[src/rtl/counter_seq_ctrl_pkg.sv]
// Shared types and constants for the counter load sequencer.
package counter_seq_pkg;
  localparam int WIDTH_DEF = 8;
  localparam int LEN_W_DEF = 8;
  localparam int REQ_A     = 0;
  localparam int REQ_B     = 1;

  typedef enum logic [1:0] {S_IDLE, S_LOAD, S_RUN} state_e;
endpackage

[src/rtl/counter_seq_ctrl_arb.sv]
// Two-way round-robin arbiter; the pointer moves past the winner on every grant.
module rr_arbiter2
  import counter_seq_pkg::*;
(
  input  logic       clk,
  input  logic       rst,
  input  logic       en_i,
  input  logic [1:0] req_i,
  output logic [1:0] gnt_o
);
  // ptr_q = 0 prefers A, 1 prefers B
  logic ptr_q, ptr_d;

  always_comb begin
    gnt_o = 2'b00;
    ptr_d = ptr_q;
    if (en_i) begin
      if (req_i == 2'b11) gnt_o = ptr_q ? 2'b10 : 2'b01;
      else                gnt_o = req_i;
      if (|req_i) ptr_d = gnt_o[REQ_A];
    end
  end

  always_ff @(posedge clk) begin
    if (rst) ptr_q <= 1'b0;
    else     ptr_q <= ptr_d;
  end
endmodule

[src/rtl/counter_seq_ctrl.sv]
// Arbitrates two load requesters, pulses the counter load, then holds oe for a run window.
module counter_seq_ctrl
  import counter_seq_pkg::*;
#(
  parameter int WIDTH = WIDTH_DEF,
  parameter int LEN_W = LEN_W_DEF
) (
  input  logic             clk,
  input  logic             rst,
  input  logic             req_a,
  input  logic [WIDTH-1:0] val_a,
  output logic             gnt_a,
  input  logic             req_b,
  input  logic [WIDTH-1:0] val_b,
  output logic             gnt_b,
  input  logic [LEN_W-1:0] run_len,
  output logic             cnt_load_en,
  output logic [WIDTH-1:0] cnt_load_val,
  output logic             cnt_oe,
  output logic             busy,
  output logic             done
);
  state_e           state_q, state_d;
  logic [LEN_W-1:0] len_q, len_d;
  logic [LEN_W-1:0] timer_q, timer_d;
  logic [WIDTH-1:0] val_q, val_d;
  logic [1:0]       gnt_q, gnt_d;
  logic [1:0]       arb_gnt;
  logic             arb_en;
  logic             len_zero;

  assign len_zero = (len_q == '0);
  // A continuous run stays open to preemption; a finite run makes requesters wait.
  assign arb_en   = (state_q == S_IDLE) || ((state_q == S_RUN) && len_zero);

  rr_arbiter2 u_arb (
    .clk   (clk),
    .rst   (rst),
    .en_i  (arb_en),
    .req_i ({req_b, req_a}),
    .gnt_o (arb_gnt)
  );

  always_comb begin
    state_d = state_q;
    len_d   = len_q;
    timer_d = timer_q;
    val_d   = val_q;
    gnt_d   = 2'b00;
    case (state_q)
      S_LOAD: begin
        state_d = S_RUN;
        timer_d = len_zero ? '0 : len_q - LEN_W'(1);
      end
      S_RUN: begin
        if (!len_zero) begin
          if (timer_q == '0) state_d = S_IDLE;
          else               timer_d = timer_q - LEN_W'(1);
        end
      end
      default: ;
    endcase
    if (|arb_gnt) begin
      gnt_d   = arb_gnt;
      val_d   = arb_gnt[REQ_B] ? val_b : val_a;
      len_d   = run_len;
      state_d = S_LOAD;
    end
  end

  always_ff @(posedge clk) begin
    if (rst) begin
      state_q <= S_IDLE;
      len_q   <= '0;
      timer_q <= '0;
      val_q   <= '0;
      gnt_q   <= 2'b00;
    end else begin
      state_q <= state_d;
      len_q   <= len_d;
      timer_q <= timer_d;
      val_q   <= val_d;
      gnt_q   <= gnt_d;
    end
  end

  assign gnt_a        = gnt_q[REQ_A];
  assign gnt_b        = gnt_q[REQ_B];
  assign cnt_load_en  = (state_q == S_LOAD);
  assign cnt_load_val = val_q;
  assign cnt_oe       = (state_q == S_RUN);
  assign busy         = (state_q != S_IDLE);
  assign done         = (state_q == S_RUN) && !len_zero && (timer_q == '0);
endmodule

[config.mk]
export PLATFORM = sky130hd
export DESIGN_NAME = counter_seq_ctrl
export DESIGN_NICKNAME = d
export VERILOG_FILES = /design/src/rtl/counter_seq_ctrl_pkg.sv /design/src/rtl/counter_seq_ctrl_arb.sv /design/src/rtl/counter_seq_ctrl.sv
export SDC_FILE = /design/constraint.sdc
export NUM_CORES = 1
export LEC_CHECK = 0
export BUFFER_PORTS_ARGS = -buffer_cell sky130_fd_sc_hd__buf_2
export CAP_MARGIN = 15
export CORE_ASPECT_RATIO = 2
export CORE_MARGIN = 1.5
export CORE_UTILIZATION = 37
export DETAILED_ROUTE_END_ITERATION = 8
export GPL_TIMING_DRIVEN = 1
export PLACE_DENSITY_LB_ADDON = 0.25
export SLEW_MARGIN = 20
export SYNTH_ARGS = -nofsm -noshare
export SYNTH_HDL_FRONTEND = slang
export SYNTH_HIERARCHICAL = 1
export SYNTH_SLANG_ARGS = --single-unit
[constraint.sdc]
create_clock -name clk -period 4.1 [get_ports clk]
set_input_delay 0.41 -clock clk [delete_from_list [all_inputs] [get_ports clk]]
set_output_delay 0.41 -clock clk [all_outputs]
set_load 0.005 [all_outputs]
==> impl_metrics.toml <==
[cts]
depth_of_the_cts_h_tree = 2
clock_tree_from_tritoncts = "done"
cts_max_path_buffers = 2
cts.sinks = 29
cts.clk_slew.worst_paths_ns = 0.06
clock_latency_ns = 0.28
clock-root-buffer = "sky130_fd_sc_hd__clkbuf_8"
hold_buffers = 0
cts_repair_resize_count = 0
cts_made_buffers = 5
cts_setup_buffers = 0

[sta]
final-hold-violation-count = 0
layout_worst_path_cycle_share_pct = 67.9
fmax_mhz = 359
finalCriticalPeriod_ns = 2.79
setup-violations-final = 0
worst-slew-pin-transition_ns = 0.596
slew_headroom_pct = 60.2
unrepaired_setup_endpoints_after_global_routing = "false"
timing_max_transition_violations_final = 0
finalClockSkew_ns = 0.00585
timing.setup.tns_ns = 0
setup_slack_ns = 1.31

[placement]
gpl.final_weighted_congestion = 0.878
detailedPlacementHpwl_um = 3250
preCtsSetupSlack_ns = 1.33
buffer_ports.inserted = 41

[floorplan]
initial_utilization_pct = 38.4
die_w_um = 50.4
io-pin-count = 42
fp-row-count = 34
die_area_um2 = 4940
die_h_um = 97.9
placeableCoreArea_um2 = 4340

[detailed_routing]
drt-total-wl_um = 4100
first_iter_violations = 26
first_pass_iters = 4
via_per_inst = 5.39
drc = 0
vias = 1618
antenna_violating_nets_post_route = 0
avgRoutedWirePerCell_um = 13.7

[power]
p_sw_share_pct = 41.7
power-per-cell-area_nw_per_um2 = 786
max-vdd-ir-drop_uv = 412
clock_power_share_pct = 19.1
power.leakage_uw = 0.000890
total_power_uw = 1600
power.share.combinational_pct = 52.4
p_int_uw = 931
seqPwrFrac_pct = 28.4
switching_power_uw = 666

[min_path]
timing.hold.worst.class = "input port to flop"

[synth]
yosysUniqueCellTypes = 43
synth-seq-area-share_pct = 34.9
yosys_most_used_dff = "sky130_fd_sc_hd__dfxtp_1"
async_reset_ff_share_pct = 0
syn_nets = 240
ys_warn_count = 6
netlist_instances = 205
post_synthesis_sequential_element_count = 29
synth_edf_count = 0
mappedNetlistArea_um2 = 1670
syn_avg_cell_area_um2 = 8.12

[layout]
filler_cell_count = 486
syn2layout_area_growth_pct = 22.0
final_layout_size_suffix_gt1_share_pct = 23.6
antenna_cells_inserted = 0
design.final.nets = 280
area.sequential_um2 = 581
multi_input_comb_area_um2 = 987

[global_route]
grt_max_degree = 29
global_route.overflow_total = 0
grt_first_pass_wirelength_um = 7020
antenna_violations_before_repair = 0
globalRouteTotalUtil_pct = 18.5
vias_in_the_first_global_route = 1616

[worst_setup_path]
timing_worst_setup_path_type = "flop to flop"
start_kind = "flop"
crit_fanout = 10
critical_path.endpoint_type = "flop"
cp_data_required_time_ns = 4.29
critPathArrivalTime_ns = 2.97

[status]
outcome = "complete, no violations"

[job]
max-cap-violations = 0
-- Yosys cell counts, drive strengths merged (3+ instances only) --
cell    count  share of area, %
mux2i       8               4.8
o21ai       5               1.5
inv        12               2.7
o41ai       4               3.2
a21oi      28               8.4
nor3b       3               1.4
a311oi      6               3.5
o21a        3               1.4
clkbuf      9               2.0
buf         3               1.1
dfxtp      29                35
nor2       21               4.7
ha          7               5.3
nand2      22               5.0
nor2b       4               1.5
nor3        5               1.5
nand2b      4               1.5
nor4        4               1.5
or4         3               1.6
-- state kept, by name, summed over array words and instances (netlist names) --
register / count
cnt_load_val: 8
gnt_q: 2
len_q: 8
state_q: 2
timer_q: 8
u_arb/ptr_q: 1
-- cell usage in the layout (no fill, tap or decap), types with 5 or more instances in the layout --
master,instances
sky130_fd_sc_hd__ha_1,7
sky130_fd_sc_hd__nor3_1,5
sky130_fd_sc_hd__dfxtp_1,29
sky130_fd_sc_hd__inv_1,12
sky130_fd_sc_hd__nand2_1,22
sky130_fd_sc_hd__a21oi_1,28
sky130_fd_sc_hd__clkbuf_8,6
sky130_fd_sc_hd__mux2i_1,8
sky130_fd_sc_hd__buf_2,41
sky130_fd_sc_hd__nor2_1,21
sky130_fd_sc_hd__a311oi_1,5
-- power groups by stage --
stage | Combinational (µW) | Clock (µW) | Sequential (µW)
2_1_floorplan | 658 | 0 | 428
3_3_place_gp | 843 | 0 | 459
3_5_place_dp | 842 | 0 | 460
4_1_cts | 847 | 312 | 454
5_1_grt | 945 | 326 | 468
6_report | 837 | 305 | 454
-- critical path, stage by stage (launching register included) --
cell and delay [ns]:
sky130_fd_sc_hd__dfxtp_1 0.34, sky130_fd_sc_hd__inv_1 0.09, sky130_fd_sc_hd__ha_1 0.17, sky130_fd_sc_hd__nor3b_1 0.38, sky130_fd_sc_hd__nand3_1 0.36, sky130_fd_sc_hd__nand2_1 0.25, sky130_fd_sc_hd__nand2_1 0.07, sky130_fd_sc_hd__a21oi_1 0.44
sky130_fd_sc_hd__nor2_1 0.30, sky130_fd_sc_hd__a311oi_1 0.30
-- cell families after synthesis --
family | after synthesis | share of synthesized area [%]
and+or+nand+nor | 75 | 22.2
AOI/OAI and AO/OA | 59 | 25.4
DFF | 29 | 34.9
buffers and inverters | 24 | 5.86
muxes | 8 | 4.81
adders and majority gates | 7 | 5.26
xor gates and xnor gates | 3 | 1.58
-- metal layers --
metal | up-vias | global-route usage [%] | part of all wire (%)
met3 | 13 | 3.52 | 4.4
met2 | 49 | 34.6 | 58
met1 | 743 | 17.3 | 34
li1 | 813 | - | -
met4 | 0 | 11.9 | 4.2
met5 | - | 0 | 0
-- through the flow --
step	area [µm²]	util, %	cells	hold slack, ns
final	2030	46.8	300	0.360
after global routing	2030	46.8	300	0.356
after CTS	2030	46.8	300	0.354
after detailed placement	1920	44.1	292	0.473
after global placement	1920	44.1	292	0.469
after floorplan	1670	-	205	0.454
-- final timing paths --
| kind | start | end | slack [ns] | cells past startpoint |
|---|---|---|---|---|
| worst min-delay path | val_b[6] | cnt_load_val[6] | 0.36 | 3 |
| worst min register to register | len_q[1] | len_q[1] | 0.48 | 2 |
| worst max register to register | len_q[0] | state_q[0] | 1.31 | 9 |
| worst max-delay path | len_q[0] | state_q[0] | 1.31 | 9 |
-- layout make-up --
| cell class | instances | share of cell area [%] |
|---|---|---|
| repair buffers | 45 | 11.6 |
| well taps | 54 | 3.33 |
| clock buffers | 7 | 4.25 |
| clock inverters | 1 | 1.48 |
| multi-input cells | 152 | 48.6 |
| flip-flops and latches | 29 | 28.6 |
| inverters | 12 | 2.22 |
Note: power is estimated with default switching activity, not from simulation.
